## src/rtl/ccff_loader_pkg.sv

```systemverilog
// Shared types and constants for the configuration-chain loader.
package ccff_loader_pkg;

  typedef enum logic [2:0] {
    ST_IDLE,
    ST_FETCH,
    ST_SHIFT,
    ST_CHECK,
    ST_DONE
  } state_t;

  localparam logic [7:0] CCFF_MARKER = 8'hA5;
  localparam int         MARKER_LEN  = 8;

  function automatic logic marker_bit(input logic [2:0] idx);
    return CCFF_MARKER[idx];
  endfunction

endpackage

```

## src/rtl/ccff_piso.sv

```systemverilog
// Word-wide parallel-in/serial-out buffer; bit 0 leaves first, last flags the final bit of a word.
module ccff_piso #(
  parameter int WORD_W = 32,
  parameter int IDX_W  = $clog2(WORD_W)
) (
  input  logic              clk,
  input  logic              rst,
  input  logic              load,
  input  logic              shift,
  input  logic [WORD_W-1:0] data,
  input  logic [IDX_W-1:0]  load_idx,
  output logic              bit0,
  output logic              last
);

  localparam logic [IDX_W-1:0] IDX_MAX = IDX_W'(WORD_W - 1);

  logic [WORD_W-1:0] sreg;
  logic [IDX_W-1:0]  idx;

  // A short payload (the marker) starts part-way through the index range so last still fires on time.
  always_ff @(posedge clk or posedge rst) begin
    if (rst) begin
      idx <= '0;
    end else if (load) begin
      idx <= load_idx;
    end else if (shift) begin
      idx <= (idx == IDX_MAX) ? '0 : idx + 1'b1;
    end
  end

  always_ff @(posedge clk) begin
    if (load) begin
      sreg <= data;
    end else if (shift) begin
      sreg <= sreg >> 1;
    end
  end

  assign bit0 = sreg[0];
  assign last = (idx == IDX_MAX);

endmodule

```

## src/rtl/ccff_chain_loader.sv

```systemverilog
// Serialises host words onto the ccff chain head with a gated-clock enable.
// Define CCFF_MARKER_CHECK_EN to prepend marker 0xA5 and verify it at ccff_tail.
module ccff_chain_loader
  import ccff_loader_pkg::*;
#(
  parameter int WORD_W = 32,
  parameter int LEN_W  = 20
) (
  input  logic              prog_clk,
  input  logic              prog_reset,
  input  logic              start,
  input  logic [LEN_W-1:0]  cfg_len,
  input  logic [WORD_W-1:0] wdata,
  input  logic              wvalid,
  output logic              wready,
  output logic              ccff_head,
  output logic              ccff_clk_en,
  input  logic              ccff_tail,
  output logic              busy,
  output logic              done,
  output logic              err
);

  localparam int             IDX_W     = $clog2(WORD_W);
  localparam logic [LEN_W:0] WORD_STEP = (LEN_W+1)'(WORD_W);

  state_t            state;
  logic [LEN_W-1:0]  len_q;
  logic [LEN_W:0]    total_q;
  logic [LEN_W:0]    bit_cnt;
  logic [LEN_W:0]    fetch_cnt;

  logic              launch;
  logic              need_word;
  logic              accept;
  logic              last_shift;
  logic              marker_load;

  logic              piso_load;
  logic              piso_bit0;
  logic              piso_last;
  logic [WORD_W-1:0] piso_data;
  logic [IDX_W-1:0]  piso_idx;

`ifdef CCFF_MARKER_CHECK_EN
  localparam logic [LEN_W:0] EXTRA       = (LEN_W+1)'(MARKER_LEN);
  localparam state_t         AFTER_START = ST_SHIFT;
  localparam state_t         AFTER_LAST  = ST_CHECK;
  assign marker_load = launch && (cfg_len != '0);
`else
  localparam logic [LEN_W:0] EXTRA       = '0;
  localparam state_t         AFTER_START = ST_FETCH;
  localparam state_t         AFTER_LAST  = ST_DONE;
  assign marker_load = 1'b0;
`endif

  // DONE behaves as idle for a new start, so back-to-back loads lose no cycle.
  assign launch     = start && (state == ST_IDLE || state == ST_DONE);
  assign need_word  = fetch_cnt < {1'b0, len_q};
  assign last_shift = (bit_cnt + 1'b1) == total_q;

  assign wready      = (state == ST_FETCH) || (state == ST_SHIFT && piso_last && need_word);
  assign accept      = wready && wvalid;
  assign ccff_clk_en = (state == ST_SHIFT);
  assign ccff_head   = ccff_clk_en && piso_bit0;
  assign busy        = state inside {ST_FETCH, ST_SHIFT, ST_CHECK};
  assign done        = (state == ST_DONE);

  assign piso_load = marker_load || accept;
  assign piso_data = marker_load ? WORD_W'(CCFF_MARKER) : wdata;
  assign piso_idx  = marker_load ? IDX_W'(WORD_W - MARKER_LEN) : '0;

  ccff_piso #(
    .WORD_W (WORD_W),
    .IDX_W  (IDX_W)
  ) u_piso (
    .clk      (prog_clk),
    .rst      (prog_reset),
    .load     (piso_load),
    .shift    (ccff_clk_en),
    .data     (piso_data),
    .load_idx (piso_idx),
    .bit0     (piso_bit0),
    .last     (piso_last)
  );

  always_ff @(posedge prog_clk or posedge prog_reset) begin
    if (prog_reset) begin
      state     <= ST_IDLE;
      len_q     <= '0;
      total_q   <= '0;
      bit_cnt   <= '0;
      fetch_cnt <= '0;
    end else if (launch) begin
      len_q     <= cfg_len;
      total_q   <= {1'b0, cfg_len} + EXTRA;
      bit_cnt   <= '0;
      fetch_cnt <= '0;
      state     <= (cfg_len == '0) ? ST_DONE : AFTER_START;
    end else begin
      case (state)
        ST_FETCH: begin
          if (accept) begin
            fetch_cnt <= fetch_cnt + WORD_STEP;
            state     <= ST_SHIFT;
          end
        end
        ST_SHIFT: begin
          bit_cnt <= bit_cnt + 1'b1;
          if (accept) begin
            fetch_cnt <= fetch_cnt + WORD_STEP;
          end
          if (last_shift) begin
            state <= AFTER_LAST;
          end else if (piso_last && !accept) begin
            state <= ST_FETCH;
          end
        end
        ST_CHECK: state <= ST_DONE;
        ST_DONE:  state <= ST_IDLE;
        default:  state <= ST_IDLE;
      endcase
    end
  end

`ifdef CCFF_MARKER_CHECK_EN
  logic [LEN_W:0] chk_off;
  logic           chk_vld_p0;
  logic           tail_p0;
  logic           exp_p0;
  logic           err_q;

  // The marker reaches the tail once bit_cnt equals the chain length; the window spans its 8 bits.
  assign chk_off = bit_cnt - {1'b0, len_q};

  always_ff @(posedge prog_clk or posedge prog_reset) begin
    if (prog_reset) begin
      chk_vld_p0 <= 1'b0;
      err_q      <= 1'b0;
    end else begin
      chk_vld_p0 <= (state == ST_FETCH || state == ST_SHIFT) &&
                    (bit_cnt >= {1'b0, len_q}) && (chk_off < EXTRA);
      if (launch) begin
        err_q <= 1'b0;
      end else if (chk_vld_p0 && (tail_p0 != exp_p0)) begin
        err_q <= 1'b1;
      end
    end
  end

  // ---- stage p0: tail sample and expected marker bit ----
  always_ff @(posedge prog_clk) begin
    tail_p0 <= ccff_tail;
    exp_p0  <= marker_bit(chk_off[2:0]);
  end

  assign err = err_q;
`else
  logic unused_tail;
  assign unused_tail = ccff_tail;
  assign err         = 1'b0;
`endif

endmodule

```

## config.mk

```make
export PLATFORM = sky130hd
export DESIGN_NAME = ccff_chain_loader
export DESIGN_NICKNAME = d
export VERILOG_FILES = /design/src/rtl/ccff_loader_pkg.sv /design/src/rtl/ccff_piso.sv /design/src/rtl/ccff_chain_loader.sv
export SDC_FILE = /design/constraint.sdc
export NUM_CORES = 1
export LEC_CHECK = 0
export ABC_CLOCK_PERIOD_IN_PS = 3100
export CORE_MARGIN = 2
export CORE_UTILIZATION = 51
export CTS_CLUSTER_DIAMETER = 50
export DETAILED_ROUTE_END_ITERATION = 10
export PLACE_DENSITY = 0.72
export RECOVER_POWER = 50
export SLEW_MARGIN = 5
export SYNTH_ARGS = -nofsm -noshare
export SYNTH_HDL_FRONTEND = slang
export SYNTH_SLANG_ARGS = --single-unit
```

## constraint.sdc

```tcl
create_clock -name prog_clk -period 3.1 [get_ports prog_clk]
set_clock_uncertainty 0.1 [all_clocks]
set_input_delay 0.465 -clock prog_clk [delete_from_list [all_inputs] [get_ports prog_clk]]
set_output_delay 0.465 -clock prog_clk [all_outputs]
set_load 0.01 [all_outputs]
```

After elaboration in Yosys (flattened, before gate mapping). Index checks and enable logic that the tools add are counted.

Add/subtract/negate cells: 3. Multiplexer cells: 16. Eq/ne operators: 8. $lt $le $gt $ge: 1. Reductions and logical operators: 19.

Operators with widths (count): two-way mux 21 bit (5); two-way mux 32 bit (2); adder 21 x 1 -> 21 bit (second input constant) (1); adder 21 x 6 -> 21 bit (second input constant) (1); equality test 21 x 20 -> 1 bit (1); < comparator 21 x 20 -> 1 bit (1); zero test 20 bit (1); two-way mux 3 bit (5); two-way mux 5 bit (3); case mux 3 bit (3 select lines) (1); nonzero test 2 bit (4); equality test 3 x 2 -> 1 bit (second input constant) (2); logical AND 1 bit (6); adder 5 x 1 -> 5 bit (second input constant) (1); equality test 5 bit (second input constant) (1); inequality test 4 x 1 -> 1 bit (second input constant) (1); AND reduction 2 bit (2); equality test 3 x 1 -> 1 bit (second input constant) (1); equality test 3 bit (second input constant) (1); zero test 3 bit (1); inequality test 3 bit (second input constant) (1); nonzero test 3 bit (1); logical OR 1 bit (2); OR reduction 2 bit (1); zero test 1 bit (1).

Register bits after elaboration: 102. Word-level logic and storage cells: 53.

Longest topological paths before layout. Gate-level depths: netlist of run 1.

Word-level depth: 11. Gate-level depth with buffers: 12. Depth with buffers taken out: 10.

Modules after synthesis. Synthesis of run 1 repeated with hierarchy kept, for this count alone.

Cells, all modules: 570. Area total of the unflattened synthesis: 5576.6 um^2.

By module, submodules not included: ccff_chain_loader (instances 1, cells each 469, seq. area each 1501.4 um^2, area each 3946.3 um^2); ccff_piso (instances 1, cells each 101, seq. area each 1086.0 um^2, area each 1630.3 um^2).

Least setup slack after synthesis of run 1. No wires, ideal clock.

Path kind: flip-flop to flip-flop. Start: reg u_piso.idx[0]. End: reg u_piso.sreg[0] (enable). Cell stages (with the launch flop): 12. Path buffers: 2. Required time: 2611 ps. Setup slack: -307 ps. Arrival time: 2918 ps. Cells stage by stage: dfrtp_1 -> ha_1 -> and3_1 -> ha_1 -> inv_1 -> or4_1 -> a21oi_2 -> nand2_1 -> o21a_1 -> buf_2 -> clkbuf_1 -> nand2_1.

Cells in the longest elaborated chain, start to end: 6.

Ends and longest elaborated chain: start, declared (RTL line ccff_piso.sv:19) `logic [IDX_W-1:0] idx;`; start signal, assigned (RTL line ccff_piso.sv:26) `idx <= load_idx;`; start signal, assigned (RTL line ccff_piso.sv:28) `idx <= (idx == IDX_MAX) ? '0 : idx + 1'b1;`; equality test 5 bit (RTL line ccff_piso.sv:41) `assign last = (idx == IDX_MAX);`; logical AND 1 bit (2 in a row) (RTL line ccff_chain_loader.sv:62) `assign wready = (state == ST_FETCH) || (state == ST_SHIFT && piso_last && need_word);`; logical OR 1 bit (RTL line ccff_chain_loader.sv:62); logical AND 1 bit (RTL line ccff_chain_loader.sv:63) `assign accept = wready && wvalid;`; nonzero test 2 bit (no source line); end signal, assigned (RTL line ccff_piso.sv:34) `sreg <= data;`; end signal, assigned (RTL line ccff_piso.sv:36) `sreg <= sreg >> 1;`; end, declared (RTL line ccff_piso.sv:18) `logic [WORD_W-1:0] sreg;`.

Every way passes these cells. A chain may end at the register's enable or synchronous reset.

Worst setup path in the final report of run 1.
Start: reg len_q[16]. End: out wready.

Cells in the longest elaborated chain, start to end: 3.

Ends and longest elaborated chain: start, declared (RTL line ccff_chain_loader.sv:28) `logic [LEN_W-1:0] len_q;`; start signal, assigned (RTL line ccff_chain_loader.sv:95) `len_q <= cfg_len;`; < comparator 21 x 20 -> 1 bit (RTL line ccff_chain_loader.sv:59) `assign need_word = fetch_cnt < {1'b0, len_q};`; logical AND 1 bit (RTL line ccff_chain_loader.sv:62); logical OR 1 bit (RTL line ccff_chain_loader.sv:62); end, declared (RTL line ccff_chain_loader.sv:15) `output logic wready,`.

Every way passes these cells.

==> metrics list, run 1 <==
- Clock tree synthesis found a total of 97 sinks.
- Worst reg2reg path startpoint: u_piso.idx[1]
* Share of final-layout standard cells stronger than drive strength 1: 13.82%
- After detailed routing, the number of vias per cell comes to 5.870.
- CTS placed an instance of sky130_fd_sc_hd__clkbuf_8 at the clock tree root.
* Worst endpoint required time: 2.53 ns
- Sequential cell area fraction in the yosys report: 46.36%
* Fraction of power spent switching nets: 36.79%
- Flops & latches, synth: 97
- The critical path starts at len_q[16].
- During synthesis, Yosys emitted a total of 0 warnings.
- Routed length per instance: 16.90 microns
- Nets: 722
- After detailed routing, the number of remaining DRC violations is 0.
- Final-layout fill cell count: 930
- The worst hold path belongs to the class flip-flop to flip-flop.
- Antenna violations before repair: 0
- Of the available clock period, the critical path in the final layout requires 95.62%.
- Yosys mapped the design onto 60 distinct sky130hd cell types.
- Maximum frequency from static timing analysis: 337.4 MHz
- Fraction of registers with async set or reset after synthesis: 67.01%
* Delay of the slowest cell on the worst path: 0.39 ns
* Minimum clock period after layout: 2.964 ns
- Sw Pwr: 1.692 mW
* Hold Slack: 0.4333 ns
- Overall power consumption after layout is estimated at 4.598 mW.
- Pin count of the biggest net entering global routing: 44
- Cell count along the critical path: 8
- Core Util, Final: 61.92%
* Final count of hold timing violations: 0
- STA classifies the critical path endpoint as an output port.
* Setup-failing EPs final: 0
- At the end of routability-driven placement, the weighted congestion stood at 0.9001.
* Synth Flop Type: sky130_fd_sc_hd__dfrtp_1
- Global routing finished with a remaining overflow of 0.
- In the final layout, flip-flops and latches occupy 2587 sq um.
- The run finished, with violations left.
- After clock tree synthesis, the flow added hold-fix buffers numbering 0.
- Detailed router's first-iteration violation count: 245
- From left edge to right edge, the die measures 108.6 microns.
* Cells traversed along the worst timing path: inv_1, ha_1, a21oi_1, o21ai_0, a2111oi_1, a21oi_1, o21ai_1, buf_2
- The worst register-to-register path has a setup slack of 0.16 ns.
* Most repeated library cell on the critical path: sky130_fd_sc_hd__a21oi_1
- The worst pin sits at a relative slew slack of -7.389%.
* Number of top-level pins: 63
* Post-DP Area: 6474 sq um
* Crit Path Class: flip-flop to output port
* GRT Overall Usage: 24.03%
- Max-capacitance violation count: 1
- Non-Filler Cell Area, Final: 6654 sq um
* Inserted Clock Buffers: 9
- STA classifies the critical path startpoint as a flip-flop.
- Die outline height: 108.6 microns
- Total number of vias: 4643
- Compared with the post-synthesis result, the final layout area differs by 19.21%.
* Drt total wl: 13370 microns
* Critical path arrival: 2.40 ns
* Remaining antenna violation count: 0
- The number of nets handed over by synthesis was 651.
- The HPWL after detailed placement is 9785 microns.
- The library cell used most frequently in the layout, excluding fill and tap cells, is sky130_fd_sc_hd__nand2_1.
- Number of I/O port buffers: 60
* Wire length of the first global-routing pass: 21980 microns
* Syn Std Cell Area: 5582 sq um
* Proportion of power drawn by combinational gates: 38.6%
* H-tree depth: 3
- Largest delay share family, worst path: compound AO/OA/AOI/OAI gates
* Internal power contribution: 2.906 mW
* Failing checks: capacitance limit, slew limit
* Cell at the slowest stage of the critical path: sky130_fd_sc_hd__dfrtp_1
* Worst slew pin tran: 1.611 ns
- Starting Density: 51.94%
- Maximum vdd drop: 0.0004553 V
* Destination of the worst register-to-register timing path: fetch_cnt[19]
- Area occupied by multi-input gates: 2789 sq um
- The number of pins exceeding their max-slew limit in the final report came to 44.
- Most frequent cells in the layout: 69 x sky130_fd_sc_hd__nand2_1, 65 x sky130_fd_sc_hd__dfrtp_1, 56 x sky130_fd_sc_hd__clkdlybuf4s50_1
- The initialized floorplan defines 38 standard-cell rows.
- The number of buffers and inverters on the critical path is 2.
- Fraction of power consumed by the clock network: 16.5%
- TritonCTS clock tree: yes
- Overall die area: 11800 sq um
- Via count of the first global-routing pass: 4589
- Dividing the synthesized area by the synthesized cell count gives 9.707 sq um.
* Timing endpoint of the critical path: wready
- The number of cells on the worst reg-to-reg path is 11.
- Yosys mapped a number of flops with a built-in enable equal to 32.
* # diodes: 0
- After clock tree synthesis, the clock-pin slew on the worst setup and hold paths is 0.10 ns.
- Synthesis produced 575 cells.
- Setup TNS: 0 ns
- Register share of total power: 44.9%
- In this run the standard cell core region covers 10750 sq um.
* First-pass DRT Iterations: 5
- Critical path fanouts, max: 3
- Summed over all cells, the static leakage comes to 2.714 nW.
* Cell area power density: 691.0 nW/um^2
- Maximum count of clock buffers along a single path: 2
- The clock reaches the later pin of the worst-skew pair after 0.39 ns.
[timing repair]
| item | in CTS | in global routing |
|---|---|---|
| buffers inserted | 2 | 0 |
| endpoints found under the setup margin | 1 | 4 |
| resized for setup | 4 | 6 |
| pin swaps | 0 | 1 |
[area by class of cell]
class	instances	area share, %
clock inverters	7	0.6769
clock buffers	9	1.862
repair buffers	93	12.62
inverters	25	1.410
well taps	140	2.633
multi-input cells	420	41.91
flip-flops and latches	97	38.89
[worst reg2reg max path, stage by stage, from the launching register on]
cell and delay, ns:
sky130_fd_sc_hd__dfrtp_1 0.37, sky130_fd_sc_hd__ha_2 0.19, sky130_fd_sc_hd__and3_1 0.16, sky130_fd_sc_hd__ha_1 0.17
sky130_fd_sc_hd__inv_1 0.09, sky130_fd_sc_hd__or4_1 0.53, sky130_fd_sc_hd__a21oi_2 0.13, sky130_fd_sc_hd__nand2_1 0.09
sky130_fd_sc_hd__o21a_2 0.29, sky130_fd_sc_hd__buf_4 0.18, sky130_fd_sc_hd__nor4b_2 0.33, sky130_fd_sc_hd__mux2i_1 0.23
[stage by stage]
step	std cells	setup slack [ns]
2_1_floorplan	575	0.1480
3_3_place_gp	773	0.09859
3_5_place_dp	773	0.06586
4_1_cts	791	0.006964
5_1_grt	791	-0.01411
6_report	791	0.1357
[state kept, by name, summed over array words and instances, names as in the netlist]
register     flops
state            3
u_piso.idx       5
fetch_cnt       16
len_q           20
bit_cnt         21
u_piso.sreg     32
[worst min-delay path by stage]
stage	start	endpoint	depth (start not counted)
global placement	fetch_cnt[13]	fetch_cnt[13]	1
global route	fetch_cnt[10]	fetch_cnt[10]	1
detailed placement	u_piso.idx[4]	u_piso.idx[4]	2
CTS	prog_reset	fetch_cnt[11]	2
finish	u_piso.idx[4]	u_piso.idx[4]	2
floorplan	fetch_cnt[13]	fetch_cnt[13]	1
[layer usage]
| metal | up-vias | GRT usage, % | wire, microns |
|---|---|---|---|
| li1 | 2246 | - | - |
| met1 | 2261 | 32.84 | 6160 |
| met2 | 120 | 38.30 | 6382 |
| met3 | 16 | 5.200 | 634 |
| met4 | 0 | 7.692 | 187 |
| met5 | - | 0 | 0 |
[cell usage after synthesis (all sizes together), types with 9 or more instances]
cell type  instances  area share (%)
a21oi             22             2.0
a31oi              9             1.0
and2               9             1.0
and3              10             1.1
buf               11            0.99
clkbuf            22             1.5
dfrtp             65              29
edfxtp            32              17
ha                19             4.3
inv               24             1.6
mux2              31             6.3
mux2i             10             1.8
nand2             70             4.7
nand3             20             1.8
nand4             21             2.4
nor2              31             2.1
nor4              10             1.2
o21ai             54             4.9
o31ai             10             1.3
xnor2             17             2.7
xor2               9             1.4
[cell families (layout without fill, tap and decap cells)]
| group | count (synthesis) | after routing | share of synthesized area [%] |
|---|---|---|---|
| other cells | 1 | 1 | 0.06718 |
| mux | 41 | 41 | 8.048 |
| flops | 97 | 97 | 46.36 |
| simple gates | 207 | 207 | 18.99 |
| compound gates | 125 | 125 | 13.88 |
| xor+xnor | 26 | 26 | 4.080 |
| buf+inv | 58 | 134 | 4.147 |
| fa+ha+maj | 20 | 20 | 4.439 |
[power by group through the flow]
stage	sequential, mW	clock [mW]	combinational, mW
floorplan	2.01	0	1.26
global placement	2.07	0	1.70
global route	2.10	0.831	1.99
detailed placement	2.09	0	1.78
finish	2.07	0.758	1.77
CTS	2.06	0.775	1.80
(Power assumes the default switching activity.)
==> run 2, diff against run 1 <==
ABC_CLOCK_PERIOD_IN_PS = 3360   (was 3100)
CORE_UTILIZATION = 55   (was 51)
GPL_TIMING_DRIVEN = 0   (was default)
PLACE_DENSITY = 0.74   (was 0.72)
clock period = 3.36 ns   (was 3.1 ns; I/O delays follow)
==> run 2 against run 1 <==
The flow now finishes without violations; global-route usage up 2.3 points; worst setup slack worse by 0.034 ns; register-to-register slack got worse by 0.06 ns; die area decreased by 7.0%; via count rose by 2.0%; first-iteration DRC count rose by 34%; sequential power down 8%; critical path depth stayed put; non-clock buffer count is 1 higher; routed wire length grew 3.7%; sequential share of layout area is 0.43 points higher; total power decreased by 6.0%; critical path type is now flip-flop to flip-flop; largest cell class unchanged; highest routed layer unchanged.
==> metrics list, run 2 (synthesis results as in run 1) <==
- The run finished with clean final reports.
* Weighted congestion reported at the end of routability-driven placement: 0.9432 (+4.8%)
- TritonCTS clock tree: yes
* Post-Place Cells: 768 (-0.65%)
- H-tree depth: 3 (unchanged)
* Floorplan Core Area: 9819 sq um (-8.6%)
- Power Total: 4.320 mW (-6.0%)
- The routed wire length is 13860 microns (+3.7%).
- The estimated wirelength of the detail-placed design is 10370 microns (+6.0%).
- Post-DP Area: 6354 sq um (-1.9%)
* Wire length of the first global-routing pass: 22860 microns (+4.0%)
- Overall die area: 10970 sq um (-7.0%)
- The horizontal die dimension came to 104.7 microns (-3.6%).
- The number of fill cells is 831 (-11%).
* Cells traversed along the worst timing path: ha_1, nand3_1, xnor2_1, a2111oi_1, nand4_1, nor4bb_1, and4_1, o31ai_1
- Non-Filler Cell Area, Final: 6581 sq um (-1.1%)
- Routed length per instance: 17.65 microns (+4.5%)
- Global route overflow: 0 (unchanged)
* Cell area power density: 656.5 nW/um^2 (-5.0%)
- Quantity of hold-fixing buffers added after cts: 0 (unchanged)
- The largest net degree at the start of global routing was 66 (+50%).
* Skew-Pair Late Insertion Delay: 0.39 ns (about the same)
- Largest registers in the final layout: u_piso.sreg x32, bit_cnt x21, len_q x20
- The final non-filler cell total is 785 (-0.76%).
- The initial cell density of the core came to 56.84% (+4.9 points).
- Largest delay share family, worst path: simple AND/OR/NAND/NOR gates
- The routed via count is 4738 (+2.0%).
- Largest reg by FF count: u_piso.sreg
- The vertical die dimension is 104.7 microns (-3.6%).
* Final count of hold timing violations: 0 (unchanged)
- The number of buffers added by the clock tree synthesis step is 9 (unchanged).
* Antenna violations before repair: 0 (unchanged)
* Maximum frequency from static timing analysis: 306.9 MHz
- Remaining antenna violation count: 0 (unchanged)
- Remaining DRCs: 0 (unchanged)
- Delay of the slowest cell on the worst path: 0.58 ns (+0.19 ns)
- STA classifies the critical path endpoint as a flip-flop.
- Storage element area: 2587 sq um (unchanged)
- The final core utilization was 67.02% (+5.1 points).
* Most frequent cells in the layout: 69 x sky130_fd_sc_hd__nand2_1, 65 x sky130_fd_sc_hd__dfrtp_1, 56 x sky130_fd_sc_hd__clkdlybuf4s50_1
* Per-cell via count in the routed design: 6.036 (+2.8%)
- The signal arrival time at the worst endpoint was 3.41 ns (+1.01 ns).
- STA classifies the critical path startpoint as a flip-flop.
* Area occupied by multi-input gates: 2794 sq um (+0.18%)
- The final setup violation count is 0 (unchanged).
- The CTS clock-pin slew for the worst setup and hold paths was 0.10 ns (about the same).
- The flip-flop count of the largest register after layout was 32 (unchanged).
- The standard-cell row count came to 36 (-5.3%).
* Final count of pins violating max slew: 0 (-100%)
* # diodes: 0 (unchanged)
- Via count of the first global-routing pass: 4643 (+1.2%)
- The share of post-route cells with drive strength above 1 is 10.89% (-2.9 points).
* Cell at the slowest stage of the critical path: sky130_fd_sc_hd__nor4bb_1
- The total buffers and inverters traversed by the critical path came to 0 (-2).
- The total global routing track utilization was 26.29% (+2.3 points).
* Leakage: 2.656 nW (-2.2%)
- The maximum vdd ir drop was 0.0005629 V (+24%).
- Sink count of the clock tree: 97 (unchanged)
- Max transition margin: 8.233% (+16 points)
* Most common cell after layout, fill and taps aside: sky130_fd_sc_hd__nand2_1
* Worst endpoint required time: 3.51 ns (+0.98 ns)
- Layout overhead on the synthesized area: 17.91%
- The iteration-0 DRC count of the detailed router is 328 (+34%).
- The net count reported at finish was 723 (+0.14%).
- Number of I/O port buffers: 60 (unchanged)
- The number of top-level pins is 63 (unchanged).
- Subtracting the final worst setup slack from the clock period gives 3.259 ns.
- First-pass DRT Iterations: 5 (unchanged)
- Maximum count of clock buffers along a single path: 2 (unchanged)
- The cell sitting at the root of the clock tree is a sky130_fd_sc_hd__clkbuf_8.
- The actual slew at the worst max-slew pin was 1.377 ns (-0.2343 ns).
- The max-cap violation count came to 0 (-1).
- The setup path with the least slack is of type flip-flop to flip-flop.
- The peak fanout along the critical path was 9 (+6).
* Post-route clock period utilization: 96.98%
- The tightest hold margin is 0.4517 ns (+0.01840 ns).
* Hold/Removal Path Class: flip-flop to flip-flop
==> run 2: cell types whose count changed in the layout (fill, tap and decap cells not counted), moves of 3 or more <==
cell,change
sky130_fd_sc_hd__buf_2,+8
sky130_fd_sc_hd__buf_4,-25
sky130_fd_sc_hd__clkbuf_1,+20
sky130_fd_sc_hd__clkinvlp_4,-3
==> run 2: what timing repair did <==
item,in CTS,in global routing
gates resized for setup,3,11
endpoints found under the setup margin,33,42
setup buffers,0,1
==> run 2: worst paths after layout <==
check	startpoint	endpoint	slack, ns	cells past startpoint
max reg2reg	bit_cnt[0]	state[1]	0.10	8
max in group asynchronous	prog_reset	bit_cnt[19]	1.45	2
min in group asynchronous	prog_reset	fetch_cnt[10]	0.84	2
min reg2reg	len_q[1]	len_q[1]	0.45	2
max	bit_cnt[0]	state[1]	0.10	8
min	len_q[1]	len_q[1]	0.45	2
==> run 2: power by group <==
group          switching [mW]  internal, mW  total (mW)  leakage [nW]
clock                   0.429         0.341       0.770         0.102
combinational           0.941         0.699        1.64          1.39
sequential              0.233          1.68        1.91          1.16
total                    1.60          2.72        4.32          2.66
==> run 2: worst reg2reg max path, stage by stage (launching register included) <==
cell,delay (ns)
sky130_fd_sc_hd__dfrtp_1,0.47
sky130_fd_sc_hd__ha_1,0.30
sky130_fd_sc_hd__nand3_1,0.33
sky130_fd_sc_hd__xnor2_1,0.25
sky130_fd_sc_hd__a2111oi_1,0.51
sky130_fd_sc_hd__nand4_1,0.15
sky130_fd_sc_hd__nor4bb_1,0.58
sky130_fd_sc_hd__and4_1,0.35
sky130_fd_sc_hd__o31ai_1,0.09
==> run 2: per-layer routing <==
metal | track usage (%) | up-vias | part of all wire (%)
met1 | 35.04 | 2330 | 44
met5 | 0 | - | 0
met2 | 42.72 | 129 | 49
met3 | 6.238 | 24 | 4.5
li1 | - | 2255 | -
met4 | 7.905 | 0 | 2.1
==> run 2: area by class of cell <==
| type | count | area share (%) |
|---|---|---|
| Multi-Input combinational cell | 420 | 42.45 |
| Sequential cell | 97 | 39.32 |
| Timing Repair Buffer | 61 | 9.163 |
| Clock buffer | 12 | 2.529 |
| Tap cell | 133 | 2.529 |
| Buffer | 33 | 2.110 |
| Inverter | 25 | 1.426 |
| Clock inverter | 4 | 0.4753 |
==> run 2: metrics by stage <==
step | setup WS (ns) | TNS [ns]
2_1_floorplan | 0.2442 | 0
3_3_place_gp | -0.2318 | -8.421
3_5_place_dp | -0.3085 | -9.820
4_1_cts | 0.009508 | 0
5_1_grt | -0.05781 | -0.1207
6_report | 0.1015 | 0
==> run 3, diff against run 2 <==
CORE_ASPECT_RATIO = 1.2   (was default)
==> run 3 against run 2 <==
Sequential share of layout area fell by 0.81 points; worst setup slack got worse by 0.026 ns; first-iteration DRC count fell by 7.0%; critical path type unchanged; largest power group unchanged.
==> metrics list, run 3 (synthesis results as in run 1) <==
- Max layer used: met4
- The die area was 10970 sq um (about the same).
- Routed length per instance: 18.52 microns (+4.9%)
- Rows: 40 (+11%)
- The minimum setup slack among reg-to-reg paths came to 0.08 ns (-0.03 ns).
- The clock latency at the later pin of the worst-skew pair was 0.35 ns (-0.04 ns).
- Hold/Removal Path Class: flip-flop to flip-flop
* Floorplan Core Area: 9960 sq um (+1.4%)
* Critical path fanouts, max: 9 (unchanged)
- The net switching power of the design came to 1.698 mW (+5.9%).
- Starting Density: 56.04% (-0.80 points)
- Result of the run: complete, no violations
- The initial antenna violation count came to 0 (unchanged).
- Traced cell by cell, the critical path runs through ha_1, nand3_1, xnor2_1, a2111oi_0, nand4_1, nor4bb_2, and4_1, o31ai_1.
- The post-detailed-route count of antenna-violating nets was 0 (unchanged).
- H-tree depth: 3 (unchanged)
- Inserted Clock Buffers: 9 (unchanged)
* WL met1: 5712 microns (-7.3%)
* Length of routed met3 wiring: 666 microns (+6.9%)
* Register share of total power: 40.2% (-4.0 points)
- Wire length of the first global-routing pass: 23210 microns (+1.5%)
- Max transition margin: 9.670% (+1.4 points)
- Number of top-level pins: 63 (unchanged)
- CTS Root Buffer Type: sky130_fd_sc_hd__clkbuf_16
- The highest achievable clock rate came to 304.5 MHz (-0.79%).
- Most common cell after layout, fill and taps aside: sky130_fd_sc_hd__nand2_1
- By startpoint and endpoint, the worst setup path is classified as flip-flop to flip-flop.
- Final count of pins violating max slew: 0 (unchanged)
- TritonCTS clock tree: yes
- The number of optimization iterations in the first detailed-route pass was 5 (unchanged).
* Delay of the slowest cell on the worst path: 0.54 ns (-0.04 ns)
- # diodes: 0 (unchanged)
- The maximum vdd ir drop was 0.0004235 V (-25%).
- The CTS clock-pin slew for the worst setup and hold paths came to 0.07 ns (-0.03 ns).
* Hold Path Sink: fetch_cnt[10]
- Quantity of hold-fixing buffers added after cts: 0 (unchanged)
- The final critical path time including I/O delays and setup is 3.284 ns (+0.02587 ns).
- Cell at the slowest stage of the critical path: sky130_fd_sc_hd__a2111oi_0
- Buf/Inv on CP: 0 (unchanged)
- The final core utilization is 67.47% (+0.45 points).
- Critical path arrival: 3.38 ns (-0.03 ns)
- The routed via count was 4763 (+0.53%).
- Setup TNS: 0 ns (unchanged)
- Proportion of power drawn by combinational gates: 36.3% (-1.7 points)
* Worst reg2reg path depth: 8 (unchanged)
- The flip-flop count of the largest register after layout is 32 (unchanged).
* Metal2 WL: 7402 microns (+9.3%)
- The largest registers in the layout are u_piso.sreg x32, bit_cnt x21, len_q x20.
* Sink count of the clock tree: 97 (unchanged)
* Destination of the worst register-to-register timing path: state[1]
* Nets: 723 (unchanged)
- The estimated wirelength of the detail-placed design was 10360 microns (about the same).
* Leakage: 2.716 nW (+2.3%)
- Remaining DRCs: 0 (unchanged)
* Worst endpoint required time: 3.45 ns (-0.06 ns)
- Cell count along the critical path: 8 (unchanged)
* Post-route clock period utilization: 97.75% (+0.77 points)
- Final count of hold timing violations: 0 (unchanged)
* Post-Place Cells: 761 (-0.91%)
- Max-capacitance violation count: 0 (unchanged)
- Largest delay share family, worst path: simple AND/OR/NAND/NOR gates
- Setup repair after global routing missed its margin: no
* Share of final-layout standard cells stronger than drive strength 1: 11.35% (+0.46 points)
- From synthesis to final layout, the design area changed by 20.40%.
- The sum of overflow across all layers after global routing was 0 (unchanged).
- Count of non-filler cells in the finished layout: 778 (-0.89%)
- The critical path starts at bit_cnt[0].
- STA classifies the critical path startpoint as a flip-flop.
- u_piso.sreg holds more flip-flops than any other register.
- The internal power consumption was 3.053 mW (+12%).
* Cell count of the worst hold path: 1 (-1)
- Setup slack after layout: 0.07558 ns (-0.02587 ns)
- Worst slew pin tran: 1.353 ns (-0.02353 ns)
* Critical Path End Type: flip-flop
- Number of I/O port buffers: 60 (unchanged)
- Detailed router's first-iteration violation count: 305 (-7.0%)
* Setup-failing EPs final: 0 (unchanged)
* Drt total wl: 14410 microns (+4.0%)
- The largest net degree at the start of global routing came to 66 (unchanged).
- The startpoint identified for the worst hold timing path is fetch_cnt[10].
- The horizontal die dimension is 95.96 microns (-8.4%).
- The via count of the first global-routing pass came to 4621 (-0.47%).
* Fraction of power spent switching nets: 35.74% (-1.4 points)
- The maximum buffer depth of the clock tree was 2 (unchanged).
- In this run the critical register-to-register path is launched from bit_cnt[0].
- In the layout the commonest cells are 69 x sky130_fd_sc_hd__nand2_1, 65 x sky130_fd_sc_hd__dfrtp_1, 55 x sky130_fd_sc_hd__clkdlybuf4s50_1.
- Pre-CTS setup slack: -0.2210 ns (+0.08750 ns)
- The total power density per cell area is 707.1 nW/um^2 (+7.7%).
* Die outline height: 114.4 microns (+9.2%)
- Per-cell via count in the routed design: 6.122 (+1.4%)
* Weighted congestion reported at the end of routability-driven placement: 1.006 (+6.6%)
* GRT Overall Usage: 27.76% (+1.5 points)
- The clock network fraction of total power was 23.5% (+5.7 points).
[run 3: power by group through the flow]
| stage | combinational, mW | sequential (mW) | clock [mW] |
|---|---|---|---|
| after global placement | 1.60 | 1.92 | 0 |
| after detailed placement | 1.65 | 1.93 | 0 |
| after CTS | 1.67 | 1.91 | 1.12 |
| after global routing | 1.90 | 1.95 | 1.18 |
| after floorplan | 1.16 | 1.85 | 0 |
| final | 1.73 | 1.91 | 1.12 |
[run 3: per-layer routing]
layer / up-vias / track usage (%)
met1: 2305 / 34.11
met3: 44 / 3.818
met5: - / 0
met2: 160 / 46.57
met4: 0 / 15.33
li1: 2254 / -
[run 3: cell type report]
cell class | instances | area [sq um]
fill | 792 | 3239
multi-input combinational | 421 | 2813
sequential | 97 | 2587
timing repair buffer | 61 | 615.6
clock buffer | 9 | 225.2
tap | 126 | 157.7
buffer | 32 | 135.1
inverter | 25 | 93.84
clock inverter | 7 | 92.59
[run 3: timing repair]
| item | CTS | global route |
|---|---|---|
| gates cloned | 0 | 1 |
| pin swaps | 0 | 1 |
| gates resized for setup | 3 | 12 |
| setup endpoints to repair | 33 | 44 |
| buffers inserted | 0 | 1 |
[run 3: stage by stage]
stage,power [mW],hold WS (ns),area [sq um]
2_1_floorplan,3.010,0.3760,5584
3_3_place_gp,3.512,0.4066,6342
3_5_place_dp,3.577,0.4172,6345
4_1_cts,4.703,0.4278,6675
5_1_grt,5.029,0.4504,6720
6_report,4.752,0.4323,6720
[run 3: worst max-delay path by stage]
stage                     endpoint  slack, ns
floorplan           u_piso.sreg[0]       0.24
global placement    u_piso.sreg[0]      -0.14
detailed placement  u_piso.sreg[1]      -0.22
CTS                      ccff_head      0.007
global route              state[1]       0.02
finish                    state[1]       0.08
